<file path="config.mk">
export PLATFORM = sky130hd
export DESIGN_NAME = instr_sequencer_flat
export DESIGN_NICKNAME = d
export VERILOG_FILES = /design/src/rtl/instr_sequencer_if.sv /design/src/rtl/instr_sequencer.sv /design/src/flat_wrapper.sv
export SDC_FILE = /design/constraint.sdc
export NUM_CORES = 1
export LEC_CHECK = 0
export BUFFER_PORTS_ARGS = -buffer_cell sky130_fd_sc_hd__clkbuf_2
export CORE_MARGIN = 4
export CORE_UTILIZATION = 25
export DETAILED_ROUTE_END_ITERATION = 16
export GPL_TIMING_DRIVEN = 0
export PLACE_DENSITY = 0.54
export SYNTH_ARGS = -nofsm -noshare
export SYNTH_HDL_FRONTEND = slang
export SYNTH_SLANG_ARGS = --single-unit
</file>
<file path="constraint.sdc">
create_clock -name clk -period 2.4 [get_ports clk]
set_input_delay 0 -clock clk [delete_from_list [all_inputs] [get_ports clk]]
set_output_delay 0 -clock clk [all_outputs]
set_load 0.05 [all_outputs]
</file>
<file path="src/rtl/instr_sequencer_if.sv">
// Instruction/register-file/ALU handshake bundle for instr_sequencer.
interface instr_sequencer_if;
    localparam int unsigned DATA_W = 8;
    localparam int unsigned SEL_W  = 2;
    localparam int unsigned MODE_W = 3;

    logic              instr_valid;
    logic [DATA_W-1:0] instruction;
    logic              instr_ready;
    logic [DATA_W-1:0] data_bus_out;
    logic [DATA_W-1:0] alu_result;
    logic              zero_flag;
    logic              carry_flag;
    logic              mem_enable;
    logic              read_write;
    logic [SEL_W-1:0]  register_select;
    logic [DATA_W-1:0] data_bus_in;
    logic              alu_enable;
    logic [MODE_W-1:0] mode;
    logic [DATA_W-1:0] immediate_input;
    logic              done;
    logic              illegal;
    logic              zf_q;
    logic              cf_q;

    // Environment side: issues instructions, models register file and ALU
    modport master (
        output instr_valid, instruction, data_bus_out, alu_result, zero_flag, carry_flag,
        input  instr_ready, mem_enable, read_write, register_select, data_bus_in,
               alu_enable, mode, immediate_input, done, illegal, zf_q, cf_q
    );

    // Sequencer side
    modport slave (
        input  instr_valid, instruction, data_bus_out, alu_result, zero_flag, carry_flag,
        output instr_ready, mem_enable, read_write, register_select, data_bus_in,
               alu_enable, mode, immediate_input, done, illegal, zf_q, cf_q
    );
endinterface

</file>
<file path="src/rtl/instr_sequencer.sv">
// Multi-cycle instruction sequencer driving a 4-entry register file and an ALU.
// All outputs are registered: each transition sets the strobes of the state being entered.
module instr_sequencer (
    input logic               clk,
    input logic               reset,
    instr_sequencer_if.slave  bus
);
    localparam int unsigned DATA_W = 8;

    typedef enum logic [2:0] {
        S_IDLE, S_RS_RD, S_RS_LAT, S_RD_RD, S_ALU, S_CAPT, S_WB, S_DONE
    } state_t;

    typedef enum logic [2:0] {K_IMM, K_RR, K_MI, K_MR, K_ILL} kind_t;

    typedef struct packed {
        kind_t      kind;
        logic [2:0] mode;
        logic       cmp;
    } dec_t;

    // Opcode to instruction class, ALU mode and compare (no write-back) flag
    function automatic dec_t f_decode(input logic [3:0] op);
        dec_t d;
        d.kind = K_ILL;
        d.mode = 3'b000;
        d.cmp  = 1'b0;
        case (op)
            4'b1100: begin d.kind = K_IMM; d.mode = 3'b000; end
            4'b1101: begin d.kind = K_IMM; d.mode = 3'b001; end
            4'b1110: begin d.kind = K_IMM; d.mode = 3'b100; end
            4'b1001: begin d.kind = K_IMM; d.mode = 3'b101; end
            4'b1011: begin d.kind = K_IMM; d.mode = 3'b110; end
            4'b1111: begin d.kind = K_IMM; d.mode = 3'b111; d.cmp = 1'b1; end
            4'b0100: begin d.kind = K_RR;  d.mode = 3'b000; end
            4'b0101: begin d.kind = K_RR;  d.mode = 3'b001; end
            4'b0110: begin d.kind = K_RR;  d.mode = 3'b100; end
            4'b1000: begin d.kind = K_RR;  d.mode = 3'b101; end
            4'b1010: begin d.kind = K_RR;  d.mode = 3'b110; end
            4'b0111: begin d.kind = K_RR;  d.mode = 3'b111; d.cmp = 1'b1; end
            4'b0010: d.kind = K_MI;
            4'b0011: d.kind = K_MR;
            default: d.kind = K_ILL;
        endcase
        return d;
    endfunction

    dec_t              w_dec;
    logic [DATA_W-1:0] w_sext;

    state_t            r_state;
    kind_t             r_kind;
    logic              r_cmp;
    logic [1:0]        r_rd;
    logic [1:0]        r_rs;
    logic [2:0]        r_mode;
    logic [DATA_W-1:0] r_operand;
    logic              r_instr_ready;
    logic              r_mem_enable;
    logic              r_read_write;
    logic [1:0]        r_register_select;
    logic [DATA_W-1:0] r_data_bus_in;
    logic              r_alu_enable;
    logic              r_done;
    logic              r_illegal;
    logic              r_zf;
    logic              r_cf;

    assign w_dec  = f_decode(bus.instruction[7:4]);
    assign w_sext = {{6{bus.instruction[1]}}, bus.instruction[1:0]};

    assign bus.instr_ready     = r_instr_ready;
    assign bus.mem_enable      = r_mem_enable;
    assign bus.read_write      = r_read_write;
    assign bus.register_select = r_register_select;
    assign bus.data_bus_in     = r_data_bus_in;
    assign bus.alu_enable      = r_alu_enable;
    assign bus.mode            = r_mode;
    assign bus.immediate_input = r_operand;
    assign bus.done            = r_done;
    assign bus.illegal         = r_illegal;
    assign bus.zf_q            = r_zf;
    assign bus.cf_q            = r_cf;

    // Sequencer FSM with registered strobes; data_bus_in doubles as the result register
    always_ff @(posedge clk) begin
        if (reset) begin
            r_state           <= S_IDLE;
            r_kind            <= K_ILL;
            r_cmp             <= 1'b0;
            r_rd              <= 2'b00;
            r_rs              <= 2'b00;
            r_mode            <= 3'b000;
            r_operand         <= '0;
            r_instr_ready     <= 1'b1;
            r_mem_enable      <= 1'b0;
            r_read_write      <= 1'b0;
            r_register_select <= 2'b00;
            r_data_bus_in     <= '0;
            r_alu_enable      <= 1'b0;
            r_done            <= 1'b0;
            r_illegal         <= 1'b0;
            r_zf              <= 1'b0;
            r_cf              <= 1'b0;
        end else begin
            r_instr_ready     <= 1'b0;
            r_mem_enable      <= 1'b0;
            r_read_write      <= 1'b0;
            r_register_select <= 2'b00;
            r_data_bus_in     <= '0;
            r_alu_enable      <= 1'b0;
            r_done            <= 1'b0;
            r_illegal         <= 1'b0;
            case (r_state)
                S_IDLE: begin
                    r_instr_ready <= 1'b1;
                    if (bus.instr_valid) begin
                        r_instr_ready <= 1'b0;
                        r_kind        <= w_dec.kind;
                        r_cmp         <= w_dec.cmp;
                        r_mode        <= w_dec.mode;
                        r_rd          <= bus.instruction[3:2];
                        r_rs          <= bus.instruction[1:0];
                        case (w_dec.kind)
                            K_IMM: begin
                                r_operand         <= w_sext;
                                r_state           <= S_RD_RD;
                                r_mem_enable      <= 1'b1;
                                r_read_write      <= 1'b1;
                                r_register_select <= bus.instruction[3:2];
                            end
                            K_RR, K_MR: begin
                                r_state           <= S_RS_RD;
                                r_mem_enable      <= 1'b1;
                                r_read_write      <= 1'b1;
                                r_register_select <= bus.instruction[1:0];
                            end
                            K_MI: begin
                                r_state           <= S_WB;
                                r_mem_enable      <= 1'b1;
                                r_register_select <= bus.instruction[3:2];
                                r_data_bus_in     <= w_sext;
                            end
                            default: begin
                                r_state   <= S_DONE;
                                r_done    <= 1'b1;
                                r_illegal <= 1'b1;
                            end
                        endcase
                    end
                end
                S_RS_RD: begin
                    r_state           <= S_RS_LAT;
                    r_mem_enable      <= 1'b1;
                    r_read_write      <= 1'b1;
                    r_register_select <= r_rs;
                end
                S_RS_LAT: begin
                    r_mem_enable      <= 1'b1;
                    r_register_select <= r_rd;
                    if (r_kind == K_MR) begin
                        r_state       <= S_WB;
                        r_data_bus_in <= bus.data_bus_out;
                    end else begin
                        r_state      <= S_RD_RD;
                        r_read_write <= 1'b1;
                        r_operand    <= bus.data_bus_out;
                    end
                end
                S_RD_RD: begin
                    r_state           <= S_ALU;
                    r_mem_enable      <= 1'b1;
                    r_read_write      <= 1'b1;
                    r_register_select <= r_rd;
                    r_alu_enable      <= 1'b1;
                end
                S_ALU: begin
                    r_state <= S_CAPT;
                end
                S_CAPT: begin
                    r_zf <= bus.zero_flag;
                    r_cf <= bus.carry_flag;
                    if (r_cmp) begin
                        r_state <= S_DONE;
                        r_done  <= 1'b1;
                    end else begin
                        r_state           <= S_WB;
                        r_mem_enable      <= 1'b1;
                        r_register_select <= r_rd;
                        r_data_bus_in     <= bus.alu_result;
                    end
                end
                S_WB: begin
                    r_state <= S_DONE;
                    r_done  <= 1'b1;
                end
                S_DONE: begin
                    r_state       <= S_IDLE;
                    r_instr_ready <= 1'b1;
                end
                default: begin
                    r_state       <= S_IDLE;
                    r_instr_ready <= 1'b1;
                end
            endcase
        end
    end
endmodule

</file>
<file path="src/flat_wrapper.sv">
// flat-port wrapper written by rule: the top's interface ports become plain ports
module instr_sequencer_flat 
  (clk, reset, bus_instr_valid, bus_instruction, bus_data_bus_out, bus_alu_result, bus_zero_flag, bus_carry_flag, bus_instr_ready, bus_mem_enable, bus_read_write, bus_register_select, bus_data_bus_in, bus_alu_enable, bus_mode, bus_immediate_input, bus_done, bus_illegal, bus_zf_q, bus_cf_q);
  instr_sequencer_if bus_i ();
  input logic clk;
  input logic reset;
  input wire logic [$bits(bus_i.instr_valid)-1:0] bus_instr_valid;
  input wire logic [$bits(bus_i.instruction)-1:0] bus_instruction;
  input wire logic [$bits(bus_i.data_bus_out)-1:0] bus_data_bus_out;
  input wire logic [$bits(bus_i.alu_result)-1:0] bus_alu_result;
  input wire logic [$bits(bus_i.zero_flag)-1:0] bus_zero_flag;
  input wire logic [$bits(bus_i.carry_flag)-1:0] bus_carry_flag;
  output wire logic [$bits(bus_i.instr_ready)-1:0] bus_instr_ready;
  output wire logic [$bits(bus_i.mem_enable)-1:0] bus_mem_enable;
  output wire logic [$bits(bus_i.read_write)-1:0] bus_read_write;
  output wire logic [$bits(bus_i.register_select)-1:0] bus_register_select;
  output wire logic [$bits(bus_i.data_bus_in)-1:0] bus_data_bus_in;
  output wire logic [$bits(bus_i.alu_enable)-1:0] bus_alu_enable;
  output wire logic [$bits(bus_i.mode)-1:0] bus_mode;
  output wire logic [$bits(bus_i.immediate_input)-1:0] bus_immediate_input;
  output wire logic [$bits(bus_i.done)-1:0] bus_done;
  output wire logic [$bits(bus_i.illegal)-1:0] bus_illegal;
  output wire logic [$bits(bus_i.zf_q)-1:0] bus_zf_q;
  output wire logic [$bits(bus_i.cf_q)-1:0] bus_cf_q;
  assign bus_i.instr_valid = bus_instr_valid;
  assign bus_i.instruction = bus_instruction;
  assign bus_i.data_bus_out = bus_data_bus_out;
  assign bus_i.alu_result = bus_alu_result;
  assign bus_i.zero_flag = bus_zero_flag;
  assign bus_i.carry_flag = bus_carry_flag;
  assign bus_instr_ready = bus_i.instr_ready;
  assign bus_mem_enable = bus_i.mem_enable;
  assign bus_read_write = bus_i.read_write;
  assign bus_register_select = bus_i.register_select;
  assign bus_data_bus_in = bus_i.data_bus_in;
  assign bus_alu_enable = bus_i.alu_enable;
  assign bus_mode = bus_i.mode;
  assign bus_immediate_input = bus_i.immediate_input;
  assign bus_done = bus_i.done;
  assign bus_illegal = bus_i.illegal;
  assign bus_zf_q = bus_i.zf_q;
  assign bus_cf_q = bus_i.cf_q;
  instr_sequencer u_core (.clk(clk), .reset(reset), .bus(bus_i));
endmodule
</file>
# Word-level counts from Yosys, hierarchy flattened
# Index checks and enable logic that the tools add are counted.
[totals]
reg_bits = 40
in_bits = 29
out_inout_bits = 29
word_cells = 102
[classes]
n_eq_ne = 28
n_mux = 36
bitwise = 1
reduce_logical = 20
[ops]
columns = ["op", "count"]
rows = [
  ["8-bit two-way mux", 7],
  ["4-bit equality test, second input constant", 8],
  ["3-bit one-hot mux with 8 select lines", 1],
  ["8-bit one-hot mux with 3 select lines", 1],
  ["2-bit OR reduction", 10],
  ["4-bit by 3-bit equality test with 1-bit output, second input constant", 4],
  ["8-bit one-hot mux with 2 select lines", 1],
  ["3-bit by 2-bit equality test with 1-bit output, second input constant", 5],
  ["3-bit one-hot mux with 5 select lines", 1],
  ["1-bit two-way mux", 13],
  ["3-bit equality test, second input constant", 4],
  ["3-bit one-hot mux with 4 select lines", 1],
  ["6-bit OR reduction", 2],
  ["1-bit one-hot mux with 3 select lines", 3],
  ["3-bit one-hot mux with 3 select lines", 1],
  ["4-bit by 2-bit equality test with 1-bit output, second input constant", 2],
  ["2-bit one-hot mux with 4 select lines", 1],
  ["3-bit by 1-bit equality test with 1-bit output, second input constant", 2],
  ["3-bit zero test", 2],
  ["3-bit two-way mux", 2],
  ["2-bit != test, second input constant", 3],
  ["3-bit OR reduction", 2],
  ["2-bit two-way mux", 2],
  ["2-bit one-hot mux with 2 select lines", 1],
  ["6 further kinds", 6],
]

# Depth between registers and ports, before layout
# Gate-level depths: netlist of the first run.
[depth]
depth_word = 8
mapped_depth = 6
depth_no_buf = 4

# Worst setup path before layout of the first run
# OpenSTA, ideal clock, no wires.
[synth_path]
path_type = "register to register"
start = "register u_core.r_state[0]"
end = "register u_core.r_operand[4] (netlist: u_core.bus.immediate_input[4])"
setup_ns = 0.088
arrival_ns = 1.652
setup_slack_ns = 0.660
stages_incl_launch_ff = 7
n_path_buf = 2
synth_period_minus_slack_ns = 1.740
cell_sequence = "dfxtp_1 > buf_6 > or4b_4 > o32ai_4 > buf_6 > nor2_2 > a311oi_2"
[synth_between]
elab_chain_cells = 3
[synth_lines]
columns = ["element", "line", "source"]
rows = [
  ["start, declared", "instr_sequencer.sv:51", "state_t r_state;"],
  ["start signal, assigned", "instr_sequencer.sv:88", "r_state <= S_IDLE;"],
  ["start signal, assigned", "instr_sequencer.sv:127", "r_state <= S_RD_RD;"],
  ["start signal, assigned", "instr_sequencer.sv:133", "r_state <= S_RS_RD;"],
  ["3-bit by 2-bit equality test with 1-bit output / 3-bit zero test (equally long branches)", "instr_sequencer.sv:114", "case (r_state)"],
  ["2-bit != test (no source line) / 2-bit nonzero test (equally long branches)", "--", ""],
  ["4-bit AND reduction (no source line)", "--", ""],
  ["end signal, assigned", "instr_sequencer.sv:126", "r_operand <= w_sext;"],
  ["end signal, assigned", "instr_sequencer.sv:167", "r_operand <= bus.data_bus_out;"],
  ["end, declared", "instr_sequencer.sv:57", "logic [DATA_W-1:0] r_operand;"],
]
# Several ways; a longest one is shown, not always the timed one.
# A chain may end at the register's enable or synchronous reset.

# Final worst setup path of the first run
[layout_path]
start = "register u_core.r_state[1]"
end = "register u_core.r_register_select[0] (netlist: u_core.bus.register_select[0])"
[layout_between]
elab_chain_cells = 3
[layout_lines]
columns = ["element", "line", "source"]
rows = [
  ["3-bit by 2-bit equality test with 1-bit output", "instr_sequencer.sv:114", ""],
  ["2-bit OR reduction (no source line)", "--", ""],
  ["2-bit one-hot mux with 4 select lines *", "instr_sequencer.sv:114", ""],
  ["end signal, assigned", "instr_sequencer.sv:130", "r_register_select <= bus.instruction[3:2];"],
  ["end signal, assigned", "instr_sequencer.sv:136", "r_register_select <= bus.instruction[1:0];"],
  ["end signal, assigned", "instr_sequencer.sv:141", "r_register_select <= bus.instruction[3:2];"],
  ["end, declared", "instr_sequencer.sv:61", "logic [1:0] r_register_select;"],
]
# Mark *: on every way between the ends. The rest lies on a longest branch, timed or not.

==> metrics.cfg, run 1 <==
[setup_path]
worstPathArrival_ns=2.10
regToRegStartpoint=u_core.r_state[1]$_SDFFE_PP0N_
crit_end=u_core.bus.register_select[0]$_SDFF_PP0_
path_cells=nor4b_4 -> o31ai_1 -> or4_1 -> a21boi_0
critical_path.max_stage_delay_ns=0.57
crit_buf_inv=0
r2r_cells=4
crit_fanout=7
setup.worst_path.start=u_core.r_state[1]$_SDFFE_PP0N_
crit_path_top_delay_cell=or4_1
crit_required_ns=2.62
start_kind=flop
cp_top_family=simple AND/OR/NAND/NOR gates
r2r_setup_slack_ns=0.52
end_kind=flop
crit_type=reg2reg
reg2reg_to=u_core.bus.register_select[0]$_SDFF_PP0_
cp_num_cells=4

[global_routing]
grt_max_degree=12
grt_pass1_wl_um=8220
grt_overflow_total=0
antenna_found_initial=0
grt_pass1_vias=1656
grtUsageTotal=0.120

[run]
maxCapViolCount=0

[pwr]
ir_worst_vdd_uv=205
p_leak_nw=0.947
power_density_mw_per_mm2=854

[finish]
mostFrequentLayoutCells=54 x clkbuf_2, 40 x dfxtp_1, 27 x nand2_1, 22 x nor2_1, 20 x a21oi_1
antenna_cells=0
nets=306
multi_input_area_um2=888
fillers=731
drive_gt1_frac=0.260
synthToLayoutAreaGrowth_pct=33.5
final-seq-area_um2=801
mostFrequentLayoutCell=clkbuf_2

[clock_tree]
hold_buffers=11
clock_path_buffers=2
cts_tree=built
cts_resized=0
post-cts-setup-buffers=0
cts_made_buffers=5
clk_latency_ns=0.29
cts.sinks=40
clk_pin_slew_ns=0.08
htreeDepth=2
cts_root_buf=clkbuf_8

[drt]
drt-vias-per-instance=4.68
drtAntennaViolNets=0
wirelength_um=5120
vias=1746
firstDrtPassIters=4
drc=0
dr.first_iter.drc_count=85
wire_per_inst_um=13.7

[synth]
synth_seq_area_share=0.449
syn_nets=234
netlist_area_mm2=0.00178
avgSynthCellArea_um2=8.69
synth_cells=205
yosysWarnings=0
postSynthRegisterBits=40
ys_async_sr_fraction=0
synth_edf_count=0
synth_cell_types=43
yosys_most_used_dff=dfxtp_1

[die]
start_util=0.259
row_count=30
die-area_mm2=0.00854
die_h_um=92.4
die-width_um=92.4
core-area_mm2=0.00687
io_pins=58

[sta]
grt_setup_unrepaired=no
slew-limit-headroom=0.581
hold_violations=0
setup_viol_count_final=0
tightest_slew_ns=0.622
setup_slack_ns=0.519
drv_slew=0
layout_min_cycle_time_ns=1.88
fmax_mhz=532
fin_skew_ns=0.00728
setup_tns_ns=0
finalCritPeriodShare=0.784

[placement]
gp_congestion=0.785
hpwl_um=3800
buffer_ports.inserted=54
pre_cts_slack_ns=0.541

[outcome]
status=complete, no violations

[min_path]
hold_class=in2reg

flip-flops by register name (all words and copies together), names as in the netlist, 2 cells and up:
signal / cells
u_core.r_kind: 3
u_core.bus.register_select: 2
u_core.bus.mode: 3
u_core.bus.immediate_input: 8
u_core.r_rs: 2
u_core.r_rd: 2
u_core.bus.data_bus_in: 8
u_core.r_state: 3
worst reg2reg max path, stage by stage (launching register included):
cell and delay [ns]:
dfxtp_1 0.39, nor4b_4 0.47, o31ai_1 0.21, or4_1 0.57, a21boi_0 0.18
area by class of cell:
cell class              instances  area share
repair buffers                 65       0.160
well taps                      96      0.0505
plain buffers                  17      0.0342
multi-input cells             145       0.373
inverters                       3     0.00473
flip-flops and latches         40       0.337
clock buffers                   7      0.0405
metrics by stage:
| stage | utilization | std cells | cell area [um2] | hold WS, ns | power, mW |
|---|---|---|---|---|---|
| 4_1_cts | 0.346 | 373 | 2380 | 0.000130 | 2.05 |
| 6_report | 0.346 | 373 | 2380 | 0.00383 | 2.03 |
| 5_1_grt | 0.346 | 373 | 2380 | 0.0202 | 2.14 |
| 3_3_place_gp | 0.316 | 355 | 2170 | 0.232 | 1.55 |
| 3_5_place_dp | 0.316 | 355 | 2170 | 0.244 | 1.55 |
| 2_1_floorplan | - | 205 | 1780 | 0.0894 | 1.37 |
where the power goes:
part	internal, mW	leakage [nW]	switching [mW]
Clock	0.256	0.0503	0.223
Combinational	0.231	0.570	0.514
Sequential	0.752	0.327	0.0548
Total	1.24	0.947	0.792
metal layers:
layer | GRT usage | wire length [um] | up-vias
li1 | - | - | 891
met1 | 0.151 | 2270 | 798
met2 | 0.193 | 2530 | 48
met3 | 0.0333 | 235 | 9
met4 | 0.0470 | 87 | 0
met5 | 0 | 0 | -
cells by family (layout without fill, tap and decap cells):
group                  after synthesis  count (layout)  share of synthesized area
AO/OA/AOI/OAI                       67              67                      0.272
AND/OR/NAND/NOR                     75              75                      0.210
multiplexers                         3               3                     0.0169
flip-flops                          40              40                      0.449
buffers and inverters               20              92                     0.0520
synthesized netlist by cell type (2+ instances only):
cell type	instances	area [um2]
buf_1	3	11.3
nand2b_1	4	25.0
a21boi_0	3	22.5
inv_1	3	11.3
nand2_1	27	101
clkbuf_1	10	37.5
a211oi_1	2	15.0
nor2_1	22	82.6
mux2i_1	3	30.0
a21oi_1	20	100
o21ai_0	8	40.0
nand3_1	2	10.0
dfxtp_1	40	801
a311oi_1	8	70.1
buf_2	2	10.0
a32oi_1	9	78.8
nand3b_1	3	22.5
a22oi_1	2	15.0
nor3_1	6	30.0
a31oi_1	3	18.8
or4_1	2	15.0
buf_6	2	22.5
worst min-delay path by stage:
stage	startpoint	to	slack, ns	cells after the start
2_1_floorplan	bus_instr_valid	u_core.bus.instr_ready$_SDFF_PP1_	0.09	1
3_3_place_gp	bus_zero_flag	u_core.bus.zf_q$_SDFFE_PP0P_	0.23	3
3_5_place_dp	bus_zero_flag	u_core.bus.zf_q$_SDFFE_PP0P_	0.24	3
5_1_grt	bus_data_bus_out[4]	u_core.bus.immediate_input[4]$_SDFFE_PP0P_	0.02	3
6_report	bus_alu_result[3]	u_core.bus.data_bus_in[3]$_SDFF_PP0_	0.004	3
4_1_cts	bus_instruction[0]	u_core.r_rs[0]$_SDFFE_PP0P_	0.0001	3
Power figures use the tool's default switching activity.
==> inputs of run 2 (changes only) <==
==> constraint.sdc (replaced) <==
create_clock -name clk -period 1.9 [get_ports clk]
set_input_delay 0 -clock clk [delete_from_list [all_inputs] [get_ports clk]]
set_output_delay 0 -clock clk [all_outputs]
set_load 0.05 [all_outputs]
==> metrics.cfg, run 2 (same netlist as run 1, synthesis figures left out) <==
[outcome]
status=complete, no violations

[setup_path]
cp_top_family=simple AND/OR/NAND/NOR gates
crit_type=reg2reg
crit_buf_inv=0  ; unchanged
crit_fanout=6  ; -1
critical_path.max_stage_delay_ns=0.56  ; about the same
worstPathArrival_ns=2.00  ; -0.10 ns
path_cells=nor4b_4 -> o31ai_2 -> or4_1 -> a21boi_0
crit_path_top_delay_cell=or4_1
end_kind=flop
r2r_cells=4  ; unchanged
start_kind=flop
cp_num_cells=4  ; unchanged
crit_required_ns=2.12  ; -0.50 ns

[placement]
gp_congestion=0.785  ; unchanged
placed_cell_area_mm2=0.00217  ; unchanged
pre_cts_slack_ns=0.0415  ; -0.500 ns
buffer_ports.inserted=54  ; unchanged
hpwl_um=3800  ; unchanged

[sta]
hold_violations=0  ; unchanged
setup_slack_ns=0.124  ; -0.395 ns
setup_viol_count_final=0  ; unchanged
tightest_slew_ns=0.634  ; +0.0114 ns
grt_setup_unrepaired=yes
drv_slew=0  ; unchanged
layout_min_cycle_time_ns=1.78  ; -0.105 ns
finalCritPeriodShare=0.934  ; +0.151
fmax_mhz=563  ; +5.9%
setup_tns_ns=0  ; unchanged
slew-limit-headroom=0.573  ; -0.00770
fin_skew_ns=0.00669  ; -0.000591 ns

[die]
die-width_um=92.4  ; unchanged
die_h_um=92.4  ; unchanged
core-area_mm2=0.00687  ; unchanged
start_util=0.259  ; unchanged
die-area_mm2=0.00854  ; unchanged
io_pins=58  ; unchanged
row_count=30  ; unchanged

[finish]
antenna_cells=0  ; unchanged
synthToLayoutAreaGrowth_pct=36.3
mostFrequentLayoutCell=clkbuf_2
nets=311  ; +1.6%
finish.utilization=0.354  ; +0.00729
drive_gt1_frac=0.287  ; +0.0273
mostFrequentLayoutCells=54 x clkbuf_2, 40 x dfxtp_1, 26 x nand2_1, 20 x nor2_1, 20 x a21oi_1
final_area_mm2=0.00243  ; +2.1%
fillers=724  ; -0.96%

[clock_tree]
clk_latency_ns=0.29  ; about the same
cts_made_buffers=5  ; unchanged
htreeDepth=2  ; unchanged
clock_path_buffers=2  ; unchanged
cts_root_buf=clkbuf_8
clk_pin_slew_ns=0.08  ; about the same
cts.sinks=40  ; unchanged
cts_tree=built

[drt]
vias=1755  ; +0.52%
drt-vias-per-instance=4.64  ; -0.81%
wire_per_inst_um=13.6  ; -1.3%
wirelength_um=5120  ; about the same
firstDrtPassIters=4  ; unchanged
dr.first_iter.drc_count=123  ; +45%
drtAntennaViolNets=0  ; unchanged
drc=0  ; unchanged

[run]
maxCapViolCount=0  ; unchanged

[pwr]
ir_worst_vdd_uv=262  ; +28%
p_leak_nw=0.973  ; +2.8%
power_density_mw_per_mm2=1070  ; +26%

[global_routing]
grt_max_degree=12  ; unchanged
grtUsageTotal=0.120  ; unchanged
antenna_found_initial=0  ; unchanged
grt_overflow_total=0  ; unchanged
grt_pass1_vias=1656  ; unchanged
grt_pass1_wl_um=8220  ; unchanged

[min_path]
hold_class=in2reg
min_delay_path_depth=3  ; unchanged

## run 2: cell count changes in the layout (fill, tap and decap cells not counted)
| cell | change |
|---|---|
| buf_4 | +5 |
| nor2_1 | -2 |
| nor2_2 | +2 |
| nand2_1 | -1 |
| nand2_2 | +1 |
| o31ai_1 | -1 |
| o31ai_2 | +1 |
## run 2: through the flow
| step | power, mW | instances | hold slack [ns] |
|---|---|---|---|
| finish | 2.61 | 378 | 0.00208 |
| CTS | 2.59 | 373 | 0.000130 |
| floorplan | 1.74 | 205 | 0.0894 |
| detailed placement | 1.96 | 355 | 0.244 |
| global route | 2.75 | 378 | 0.0202 |
| global placement | 1.96 | 355 | 0.232 |
## run 2: where the power goes
part / switching, mW / total [mW] / internal, mW / leakage, nW
Clock: 0.281 / 0.605 / 0.323 / 0.0503
Sequential: 0.0697 / 1.02 / 0.950 / 0.327
Combinational: 0.657 / 0.982 / 0.325 / 0.596
Total: 1.01 / 2.61 / 1.60 / 0.973
## run 2: layer usage
| metal | global-route usage | share of wire |
|---|---|---|
| met5 | 0 | 0 |
| met4 | 0.0470 | 0.017 |
| met3 | 0.0333 | 0.045 |
| met2 | 0.193 | 0.50 |
| met1 | 0.151 | 0.44 |
## run 2: what timing repair did
item,4_1_cts,5_1_grt
setup endpoints to repair,0,12
endpoints found under the hold margin,11,0
hold buffers,11,0
setup buffers,0,5
resized for setup,0,4
## run 2: worst reg2reg max path: stages (launching register included)
cell and delay [ns]:
dfxtp_1 0.39, nor4b_4 0.43, o31ai_2 0.15, or4_1 0.56, a21boi_0 0.18
## run 2: final cells by class
cell class,count,area [um2],area share
buffer,17,81.3,0.0335
clock buffer,7,96.3,0.0397
inverter,3,11.3,0.00464
multi-input combinational,145,901,0.371
sequential,40,801,0.330
tap,96,120,0.0495
timing repair buffer,70,418,0.172
## run 2: path summary, 6_finish.rpt
kind                                  start                                        to  slack (ns)
min                       bus_alu_result[3]      u_core.bus.data_bus_in[3]$_SDFF_PP0_       0.002
min reg2reg   u_core.r_kind[1]$_SDFFE_PP0P_             u_core.r_kind[1]$_SDFFE_PP0P_        0.45
max reg2reg  u_core.r_state[1]$_SDFFE_PP0N_  u_core.bus.register_select[0]$_SDFF_PP0_        0.12
max          u_core.r_state[1]$_SDFFE_PP0N_  u_core.bus.register_select[0]$_SDFF_PP0_        0.12
